### src/rtl/weight_pattern_gen.sv
// Streams every UNIT_SIZE-bit vector with exactly k ones in ascending order,
// one vector per accepted transfer, using Gosper's next-combination step.
module weight_pattern_gen #(
   parameter int UNIT_SIZE = 14,
   parameter int COUNT_W   = 4
) (
   input  logic                 clock,
   input  logic                 rst_n,
   input  logic                 start,
   input  logic [COUNT_W-1:0]   k,
   input  logic                 abort,
   output logic                 busy,
   output logic                 pat_valid,
   input  logic                 pat_ready,
   output logic [UNIT_SIZE-1:0] pattern,
   output logic                 pat_last,
   output logic                 done,
   output logic                 err
);

   localparam logic [COUNT_W-1:0] U_K = COUNT_W'(UNIT_SIZE);

   typedef enum logic [1:0] {IDLE, EMIT, FIN} state_t;

   state_t               state_q, state_d;
   logic [COUNT_W-1:0]   k_q, k_d;
   logic [UNIT_SIZE-1:0] pattern_q, pattern_d;
   logic                 err_q, err_d;
   logic [UNIT_SIZE-1:0] start_ones, last_vec, next_vec;
   logic                 is_last;

   function automatic logic [UNIT_SIZE-1:0] low_ones(input logic [COUNT_W-1:0] n);
      logic [UNIT_SIZE-1:0] m;
      if (n >= U_K) m = '1;
      else          m = ~({UNIT_SIZE{1'b1}} << n);
      return m;
   endfunction

   function automatic logic [UNIT_SIZE-1:0] final_pat(input logic [COUNT_W-1:0] n);
      logic [UNIT_SIZE-1:0] m;
      m = low_ones(n);
      if (n <= U_K) m = m << (U_K - n);
      return m;
   endfunction

   // One extra bit keeps the carry out of x + c visible to the shift term.
   function automatic logic [UNIT_SIZE-1:0] gosper(input logic [UNIT_SIZE-1:0] x);
      logic [UNIT_SIZE:0] xe, c, r, t;
      int                 tz;
      xe = {1'b0, x};
      c  = xe & (-xe);
      r  = xe + c;
      tz = 0;
      for (int i = UNIT_SIZE; i >= 0; i--) begin
         if (c[i]) tz = i;
      end
      t = ((r ^ xe) >> 2) >> tz;
      return UNIT_SIZE'(r | t);
   endfunction

   assign start_ones = low_ones(k);
   assign last_vec   = final_pat(k_q);
   assign next_vec   = gosper(pattern_q);
   assign is_last    = (state_q == EMIT) && (pattern_q == last_vec);

   always_comb begin
      state_d   = state_q;
      k_d       = k_q;
      pattern_d = pattern_q;
      err_d     = err_q;
      case (state_q)
         IDLE: begin
            if (start && !abort) begin
               k_d = k;
               if (k > U_K) begin
                  state_d = FIN;
                  err_d   = 1'b1;
               end else begin
                  state_d   = EMIT;
                  err_d     = 1'b0;
                  pattern_d = start_ones;
               end
            end
         end
         EMIT: begin
            if (abort) begin
               state_d = IDLE;
            end else if (pat_ready) begin
               if (is_last) begin
                  state_d = FIN;
                  err_d   = 1'b0;
               end else begin
                  pattern_d = next_vec;
               end
            end
         end
         FIN: begin
            state_d = IDLE;
            err_d   = 1'b0;
         end
         default: state_d = IDLE;
      endcase
   end

   always_ff @(posedge clock or negedge rst_n) begin
      if (!rst_n) begin
         state_q   <= IDLE;
         k_q       <= '0;
         pattern_q <= '0;
         err_q     <= 1'b0;
      end else begin
         state_q   <= state_d;
         k_q       <= k_d;
         pattern_q <= pattern_d;
         err_q     <= err_d;
      end
   end

   assign busy      = (state_q == EMIT);
   assign pat_valid = (state_q == EMIT);
   assign pat_last  = is_last;
   assign pattern   = pattern_q;
   assign done      = (state_q == FIN);
   assign err       = (state_q == FIN) && err_q;

endmodule

### config.mk
export PLATFORM = sky130hd
export DESIGN_NAME = weight_pattern_gen
export DESIGN_NICKNAME = d
export VERILOG_FILES = /design/src/rtl/weight_pattern_gen.sv
export SDC_FILE = /design/constraint.sdc
export NUM_CORES = 1
export LEC_CHECK = 0
export ABC_AREA = 1
export CAP_MARGIN = 20
export CORE_AREA = 10 10 85 95
export DETAILED_ROUTE_END_ITERATION = 10
export DIE_AREA = 0 0 95 105
export PLACE_DENSITY = 0.91
export SLEW_MARGIN = 40
export SYNTH_ARGS = -nofsm -noshare
export SYNTH_HDL_FRONTEND = slang
export SYNTH_SLANG_ARGS = --single-unit
export TNS_END_PERCENT = 100
### constraint.sdc
create_clock -name clock -period 4.1 [get_ports clock]
set_input_delay 1.025 -clock clock [delete_from_list [all_inputs] [get_ports clock]]
set_output_delay 1.025 -clock clock [all_outputs]
set_load 0.05 [all_outputs]
-- After elaboration in Yosys (flattened, before gate mapping)
Cells that the tools add are included.
- bits in registers: 21
- input port bits: 9
- output and inout bits: 19
- logic and storage cells: 78
- add/sub/neg operators: 3
- $lt $le $gt $ge: 4
- equality and inequality tests: 11
- shift operators: 4
- muxes and demuxes: 36
- bitwise logic cells: 5
- reduce and logical (&&, ||, !) cells: 11
- operators with widths (kind ; number):
    2-to-1 mux 32 bit ; 14
    2-to-1 mux 14 bit ; 8
    right shift 13 x 32 -> 14 bit ; 1
    inverter 14 bit ; 2
    case mux 14 bit (2 select lines) ; 1
    << shifter 14 x 4 -> 14 bit, first input constant ; 2
    adder 14 x 15 -> 15 bit ; 1
    AND 14 x 15 -> 15 bit ; 1
    negation 14 -> 15 bit ; 1
    bitwise XOR 15 x 14 -> 15 bit ; 1
    equality test 14 bit ; 1
    OR 14 bit ; 1
    << shifter 14 x 4 -> 14 bit ; 1
    2-to-1 mux 2 bit ; 5
    >= comparator 4 bit, second input constant ; 2
    != test 2 bit, second input constant ; 4
    != test 3 x 2 -> 1 bit, second input constant ; 2
    AND reduction 6 bit ; 1
    2-to-1 mux 1 bit ; 5
    AND reduction 5 bit ; 1
    > comparator 4 bit, second input constant ; 1
    <= comparator 4 bit, second input constant ; 1
    2-to-1 mux 4 bit ; 1
    != test 2 x 1 -> 1 bit, second input constant ; 2
    other kinds (12) ; 14

-- Longest topological paths before layout
- depth after elaboration: 23
- mapped depth: 24
- gate-level depth less buffers: 22

-- Worst setup path after synthesis
Ideal clock, no wire load.
- path kind: reg-to-output
- start: register k_q[0]
- end: output port pat_last
- arrival: 2.548 ns
- required time: 3.075 ns
- setup slack: 0.527 ns
- stages on the path, launching flop included: 16
- path buffers: 3
- cells stage by stage: dfrtp_1 > buf_4 > inv_2 > buf_4 > ha_1 > inv_1 > clkbuf_1 > mux2i_1 > nand2_1 > nand3_1 > nand2_1 > nand2_1 > nand3_1 > nor2_1 > nand4_1 > inv_1
- longest elaborated chain between the ends: 7
- elaborated cells between the ends (all ways): 10
- classes of those cells: add/sub (1); order compare (2); eq/ne (1); shift (2); mux (2); bitwise (1); reduce/logical (1)
- RTL lines (item ; line ; text):
    from (decl) ; 26 ; logic [COUNT_W-1:0] k_q, k_d;
    from (signal assigned) ; 113 ; k_q <= k_d;
    << shifter 14 x 4 -> 14 bit ; 35 ; else m = ~({UNIT_SIZE{1'b1}} << n);
    inverter 14 bit ; 35 ;
    2-to-1 mux 14 bit ; 34 ; if (n >= U_K) m = '1;
    << shifter 14 x 4 -> 14 bit ; 42 ; if (n <= U_K) m = m << (U_K - n);
    2-to-1 mux 14 bit (*) ; 42 ;
    equality test 14 bit (*) ; 64 ; assign is_last = (state_q == EMIT) && (pattern_q == last_vec);
    logical AND 1 bit (*) ; 64 ;
    to (decl) ; 16 ; output logic pat_last,
Mark *: on every way between the ends. The rest lies on a longest branch, timed or not.

-- Worst setup path after layout
Ends and elaborated chain as after synthesis.

==> impl_metrics.json <==
{
  "synth_nets": 682,
  "drive_above_1_share_pct": 8.31,
  "drv_cap": 0,
  "drt_iter0_drc": 377,
  "clk_pin_slew_worst_paths_ns": 0.08,
  "yosys_warnings": 0,
  "grt_usage_pct": 22.4,
  "ctsHoldBuffers": 0,
  "r2r_setup_slack_ns": 0.97,
  "wl_per_cell_um": 15.4,
  "syn2layout_area_growth_pct": 8.18,
  "gp_congestion": 1.03,
  "hold_viol": 0,
  "r2r-end": "pattern[0]$_DFFE_PN0P_",
  "numCtsBuffers": 3,
  "fp.dieW_um": 95,
  "synth_area_um2": 3610,
  "vias_per_cell": 5.91,
  "criticalPathCategory": "register to output port",
  "rr_startpoint": "k_q[0]$_DFFE_PN0P_",
  "grtUsageMet2_pct": 35.5,
  "antenna_left": 0,
  "slew_headroom_pct": 62.2,
  "cts.sinks": 21,
  "path_max_fanout": 7,
  "synthMuxAreaShare_pct": 0.277,
  "dp_hpwl_um": 9120,
  "critPathTopFamily": "simple AND/OR/NAND/NOR gates",
  "finClkSkew_ns": 0.00336,
  "nets": 693,
  "synthAdderAreaFrac_pct": 3.12,
  "fmax_ghz": 0.254,
  "post-route-period-util_pct": 95.9,
  "hold_path_class": "register to register",
  "cp.required_ns": 3.07,
  "synth_compound_area_share_pct": 14.9,
  "fin_cells": 754,
  "vias": 4455,
  "crit_top_cell": "nand2_1",
  "synth_top_family_by_area": "simple AND/OR/NAND/NOR gates",
  "cts_tree": "built",
  "ys_seq_area_share_pct": 14.6,
  "die-area_um2": 9980,
  "hold_depth": 2,
  "async_reset_ff_share_pct": 100,
  "path_cells": "inv_2 -> ha_1 -> inv_1 -> nor2_1 -> a21oi_1 -> o21ai_0 -> nand2_1 -> nand2_1 -> nand2_1 -> xor2_1 -> nand3_1 -> nor2_1 -> nand4_1 -> inv_1 -> buf_12",
  "htreeDepth": 1,
  "fin_setup_tns_ns": 0,
  "fillers": 617,
  "grt.busiest_layer": "met2",
  "worstMarginPinSlew_ns": 0.562,
  "synthXorXnorAreaFrac_pct": 2.95,
  "slowest_delay_ns": 0.46,
  "die_h_um": 105,
  "start_util_pct": 59.3,
  "synthCells": 664,
  "slew_viol_final": 0,
  "avgSynthCellArea_um2": 5.43,
  "start_kind": "register",
  "clk_latency_ns": 0.26,
  "grt_util_met3_pct": 2.58,
  "ys_seq_elements": 21,
  "pin_count": 28,
  "grt_pass1_wl_um": 18700,
  "whs_ns": 0.498,
  "coreArea_um2": 6080,
  "firstDrtPassIters": 7,
  "arrival_ns": 2.91,
  "ys.flop_type": "dfrtp_1",
  "setup_viol": 0,
  "min-delay-start": "err_q$_DFFE_PN0P_",
  "port_buffers": 27,
  "cts_root_buf": "clkbuf_8",
  "rsz0062_at_grt": "false",
  "grt_overflow": 0,
  "min_to": "err_q$_DFFE_PN0P_",
  "wl_um": 11600,
  "status": "finished clean",
  "finalCriticalPeriod_ns": 3.93,
  "use_met1_pct": 30.8,
  "r2r_cells": 17,
  "first_global_vias": 3866,
  "grt_antenna_before_repair": 0,
  "diodes": 0,
  "placed_cells": 749,
  "grt_max_degree": 22,
  "drc": 0,
  "cp_slowest_cell": "dfrtp_2",
  "synth_simple_gate_area_share_pct": 51.3,
  "synth_edf_count": 0,
  "synth_cell_type_count": 40,
  "cts.path.max_buffers": 2,
  "crit_buf_inv": 4,
  "fp-row-count": 30,
  "end_kind": "output port"
}
==> worst max path at each step <==
| stage | start | endpoint | slack, ns | depth (start not counted) |
|---|---|---|---|---|
| floorplan | k_q[0]$_DFFE_PN0P_ | pat_last | 0.53 | 15 |
| global placement | k_q[0]$_DFFE_PN0P_ | pat_last | 0.47 | 13 |
| detailed placement | k_q[0]$_DFFE_PN0P_ | pat_last | 0.39 | 14 |
| CTS | k_q[0]$_DFFE_PN0P_ | pat_last | 0.1 | 14 |
| global route | k_q[0]$_DFFE_PN0P_ | pat_last | 0.00003 | 18 |
| finish | k_q[0]$_DFFE_PN0P_ | pat_last | 0.17 | 15 |
==> cells by family (layout without fill, tap and decap cells) <==
group,count (synthesis),in the layout
adders and majority gates,9,9
muxes,1,1
DFF,21,21
buffers and inverters,103,113
and+or+nand+nor,424,424
xor gates and xnor gates,10,10
AOI/OAI and AO/OA,96,96
==> worst register-to-register path, cell delays in order (launching register included) <==
cell	delay, ns
dfrtp_2	0.46
inv_2	0.12
ha_1	0.18
inv_1	0.08
nor2_1	0.17
a21oi_1	0.12
o21ai_0	0.32
nand2_1	0.10
nand2_1	0.08
nand2_1	0.06
xor2_1	0.13
nand3_1	0.09
nor2_1	0.23
nand4_1	0.21
nand2_2	0.25
inv_2	0.19
nor2_1	0.16
a21oi_1	0.07
==> placed cells by master (no fill, tap or decap), types with 4 or more instances in the layout <==
cell               n
nand2_1          222
nor2_1            89
nand3_1           71
inv_1             62
o21ai_0           38
a21oi_1           29
clkdlybuf4s50_1   25
dfrtp_1           19
nand4_1           13
inv_2             12
o21ai_1            9
xor2_1             9
ha_1               9
nand2_2            7
nand3_2            6
buf_4              6
o21ai_2            5
o211ai_1           4
nor3_1             4
o2111ai_1          4
==> Yosys cell counts (5+ instances only) <==
cell,instances,area [um2]
xor2_1,9,78.8
nand3_2,6,60.1
nand3_1,71,355
ha_1,9,113
buf_2,12,60.1
clkbuf_1,5,18.8
o21ai_0,38,190
nand4_1,13,81.3
nor2_1,89,334
a21oi_1,30,150
nand2_2,7,43.8
o21ai_1,9,45.0
dfrtp_1,21,526
nand2_1,222,833
buf_4,5,37.5
inv_1,63,236
inv_2,11,41.3
o21ai_2,5,43.8
==> timing repair <==
action                                  in CTS  in global routing
setup buffers                                0                  1
gates resized for setup                      0                  4
endpoints found under the setup margin       0                  1
==> per-stage QoR <==
stage / util, % / cell area [um2] / worst slack, ns
after global routing: 64.2 / 3900 / 0.0000258
after CTS: 64.0 / 3890 / 0.0965
after floorplan: - / 3610 / 0.527
after global placement: 63.3 / 3850 / 0.471
final: 64.2 / 3900 / 0.167
after detailed placement: 63.2 / 3840 / 0.388
==> flip-flops by register name, indices dropped and copies added, names as in the netlist <==
| register | count |
|---|---|
| pattern | 14 |
| k_q | 4 |
| state_q | 2 |
| err_q | 1 |
==> per-layer routing <==
| metal | up-vias | part of all wire [%] | wire length, um |
|---|---|---|---|
| li1 | 2161 | - | - |
| met3 | 39 | 8.5 | 982 |
| met5 | - | 0 | 0 |
| met1 | 2011 | 42 | 4890 |
| met2 | 244 | 47 | 5410 |
| met4 | 0 | 2.6 | 303 |
==> area by class of cell <==
type                            count  area (um2)  share of cell area, %
Sequential cell                    21         528                   13.5
Timing Repair Buffer               33         320                   8.21
Tap cell                           80         100                   2.56
Inverter                           76         288                   7.37
Multi-Input combinational cell    540        2620                   67.2
Clock buffer                        4        45.0                   1.15
Power is left out: the tool's default activity adds up to more than one toggle a clock period on the data nets, which glitch-free logic cannot reach.
==> variant: new RTL, same settings <==
Encoding of `state_t`: now one-hot (3 bits for 3 states).
--- a/src/rtl/weight_pattern_gen.sv
+++ b/src/rtl/weight_pattern_gen.sv
@@ -21,5 +21,5 @@
    localparam logic [COUNT_W-1:0] U_K = COUNT_W'(UNIT_SIZE);
 
-   typedef enum logic [1:0] {IDLE, EMIT, FIN} state_t;
+   typedef enum logic [2:0] {IDLE = 3'b001, EMIT = 3'b010, FIN = 3'b100} state_t;
 
    state_t               state_q, state_d;
Check against the original RTL: same outputs for any inputs over 10 cycles, from zero or initial values and one cycle with rst_n low; not proved beyond that.
==> variant against the unedited design <==
  * Setup slack gained 66 ps
  * Largest cell class unchanged
  * Synthesized area grew 2.9%
  * Final area increased by 5.3%
  * Wire length up 5.3%
  * Sequential cell count rose by 1
  * Global-route usage grew 1.3 points
==> variant: results (changes against the unedited design) <==
| Metric | Value |
|---|---|
| Reg2reg start | pattern[4]$_DFFE_PN0P_ (was k_q[0]$_DFFE_PN0P_) |
| Max reg flops | 14 (unchanged) |
| FF-to-FF End | pattern[1]$_DFFE_PN0P_ (was pattern[0]$_DFFE_PN0P_) |
| Synth Area in Compound Gates | 0.1903 (was 0.1491) |
| GRT overflow | 0 (unchanged) |
| Final clock skew | 1.438 ps (was 3.358 ps) |
| Leak | 2.118 nW |
| Yosys cell types | 48 (was 40) |
| Syn_nets | 678 (was 682) |
| TritonCTS Buffers | 3 (unchanged) |
| Switching part of the total | 0.6238 |
| Ys async rst share | 1.000 (unchanged) |
| Total GRT Usage | 0.2366 (was 0.2240) |
| Run status | finished, final reports clean (unchanged) |
| Critical path arrival | 2840 ps (was 2910 ps) |
| Worst r2r path cells | 15 (was 17) |
| Synth top area cells | nand2_1 (20%), dfrtp_1 (14%), nand3_1 (9.3%) (was nand2_1 (23%), dfrtp_1 (15%), nand3_1 (9.8%)) |
| H-tree depth | 1 (unchanged) |
| Vias in the first global route | 4083 (was 3866) |
| Adder-cell share of the synthesized area | 0.01684 (was 0.03121) |
| Post-DR wirelength/cell | 16.06 µm (was 15.35 µm) |
| Post-synthesis xor/xnor area fraction | 0.02560 (was 0.02947) |
| Share of layout cells above drive strength 1 | 0.1163 (was 0.08309) |
| Crit-path max FO | 12 (was 7) |
| # port buffers | 27 (unchanged) |
| 1st-iter DRT viols | 506 (was 377) |
| Vias after detailed routing | 4560 (was 4455) |
| Clk pin slew, worst setup/hold paths | 80 ps (about the same) |
| Mux contribution to synthesized area | 0.005389 (was 0.002774) |
| Headroom to the max-slew limit | 0.5065 (was 0.6224) |
| Max incr delay on CP | 480 ps (was 460 ps) |
| HPWL after DPL | 9610 µm (was 9117 µm) |
| Reg2Reg Setup Slack | 810 ps (was 970 ps) |
| Cell count after placement | 753 (was 749) |
| Largest net degree at the start of global routing | 23 (was 22) |
| Top post-synthesis cells by count | nand2_1 (197), nor2_1 (71), nand3_1 (69) (was nand2_1 (222), nor2_1 (89), nand3_1 (71)) |
| Register area share after synthesis | 0.1485 (was 0.1456) |
| Placed Instance Area | 3998 µm² (was 3845 µm²) |
| Top FF cell, synth | dfrtp_1 (unchanged) |
| Final WL | 12190 µm (was 11580 µm) |
| Nets | 694 (was 693) |
| Synthesized area per cell | 5.595 µm² (was 5.434 µm²) |
| Worst IR Drop VDD | 0.6415 mV |
| Global placer's final weighted congestion | 0.9845 (was 1.035) |
| First-pass GRT wire length | 19780 µm (was 18660 µm) |
| Pre-antenna DRT Iters | 5 (was 7) |
-- variant: changes by cell type in the layout (fill, tap and decap cells not counted), moves of 6 or more --
| cell | delta |
|---|---|
| nor2_2 | +8 |
| o21ai_1 | +20 |
| nand4_1 | -6 |
| a21oi_1 | +9 |
| o211ai_1 | +9 |
| nor2_1 | -19 |
| nand2_1 | -25 |
-- variant: critical path, delay by kind of cell, from the launching register on --
family | cells | cell delay [ps]
flip-flops | 1 | 480
AO/OA/AOI/OAI | 2 | 390
AND/OR/NAND/NOR | 7 | 860
adder cells (fa/ha/maj) | 1 | 220
buffers and inverters | 4 | 490
XOR/XNOR | 1 | 110
-- variant: what timing repair did --
| item | 4_1_cts | 5_1_grt |
|---|---|---|
| hold endpoints to repair | 0 | 0 |
| buffers inserted | 0 | 2 |
| resized for setup | 1 | 8 |
| endpoints found under the setup margin | 1 | 1 |
| pin swaps | 0 | 0 |
| cloned | 0 | 0 |
-- variant: how the worst min path moves through the flow --
| stage | startpoint | endpoint | slack [ps] | cells past startpoint |
|---|---|---|---|---|
| 2_1_floorplan | err_q$_DFFE_PN0P_ | err_q$_DFFE_PN0P_ | 460 | 2 |
| 3_3_place_gp | err_q$_DFFE_PN0P_ | err_q$_DFFE_PN0P_ | 480 | 2 |
| 3_5_place_dp | err_q$_DFFE_PN0P_ | err_q$_DFFE_PN0P_ | 500 | 2 |
| 4_1_cts | err_q$_DFFE_PN0P_ | err_q$_DFFE_PN0P_ | 520 | 2 |
| 5_1_grt | err_q$_DFFE_PN0P_ | err_q$_DFFE_PN0P_ | 570 | 2 |
| 6_report | err_q$_DFFE_PN0P_ | err_q$_DFFE_PN0P_ | 520 | 2 |
-- variant: area by class of cell --
type,instances,area (µm²)
flip-flops and latches,22,554.3
multi-input cells,537,2741
fillers,588,1972
clock buffers,4,55.05
inverters,81,310.3
repair buffers,35,347.8
well taps,80,100.1
-- variant: metrics by stage --
| step | power (mW) | hold slack, ps | setup slack [ps] |
|---|---|---|---|
| 5_1_grt | 3.856 | 567.7 | 18.47 |
| 4_1_cts | 3.361 | 521.4 | 114.5 |
| 2_1_floorplan | 2.585 | 458.8 | 534.4 |
| 3_5_place_dp | 3.189 | 499.0 | 263.1 |
| 3_3_place_gp | 3.144 | 477.3 | 401.0 |
| 6_report | 3.536 | 516.6 | 233.5 |
-- variant: per-layer routing --
layer,GRT usage,up-vias,part of all wire
met5,0,-,0
met4,0.06103,0,0.027
met3,0.04939,35,0.11
met2,0.3757,273,0.46
met1,0.3146,2054,0.40
li1,-,2198,-
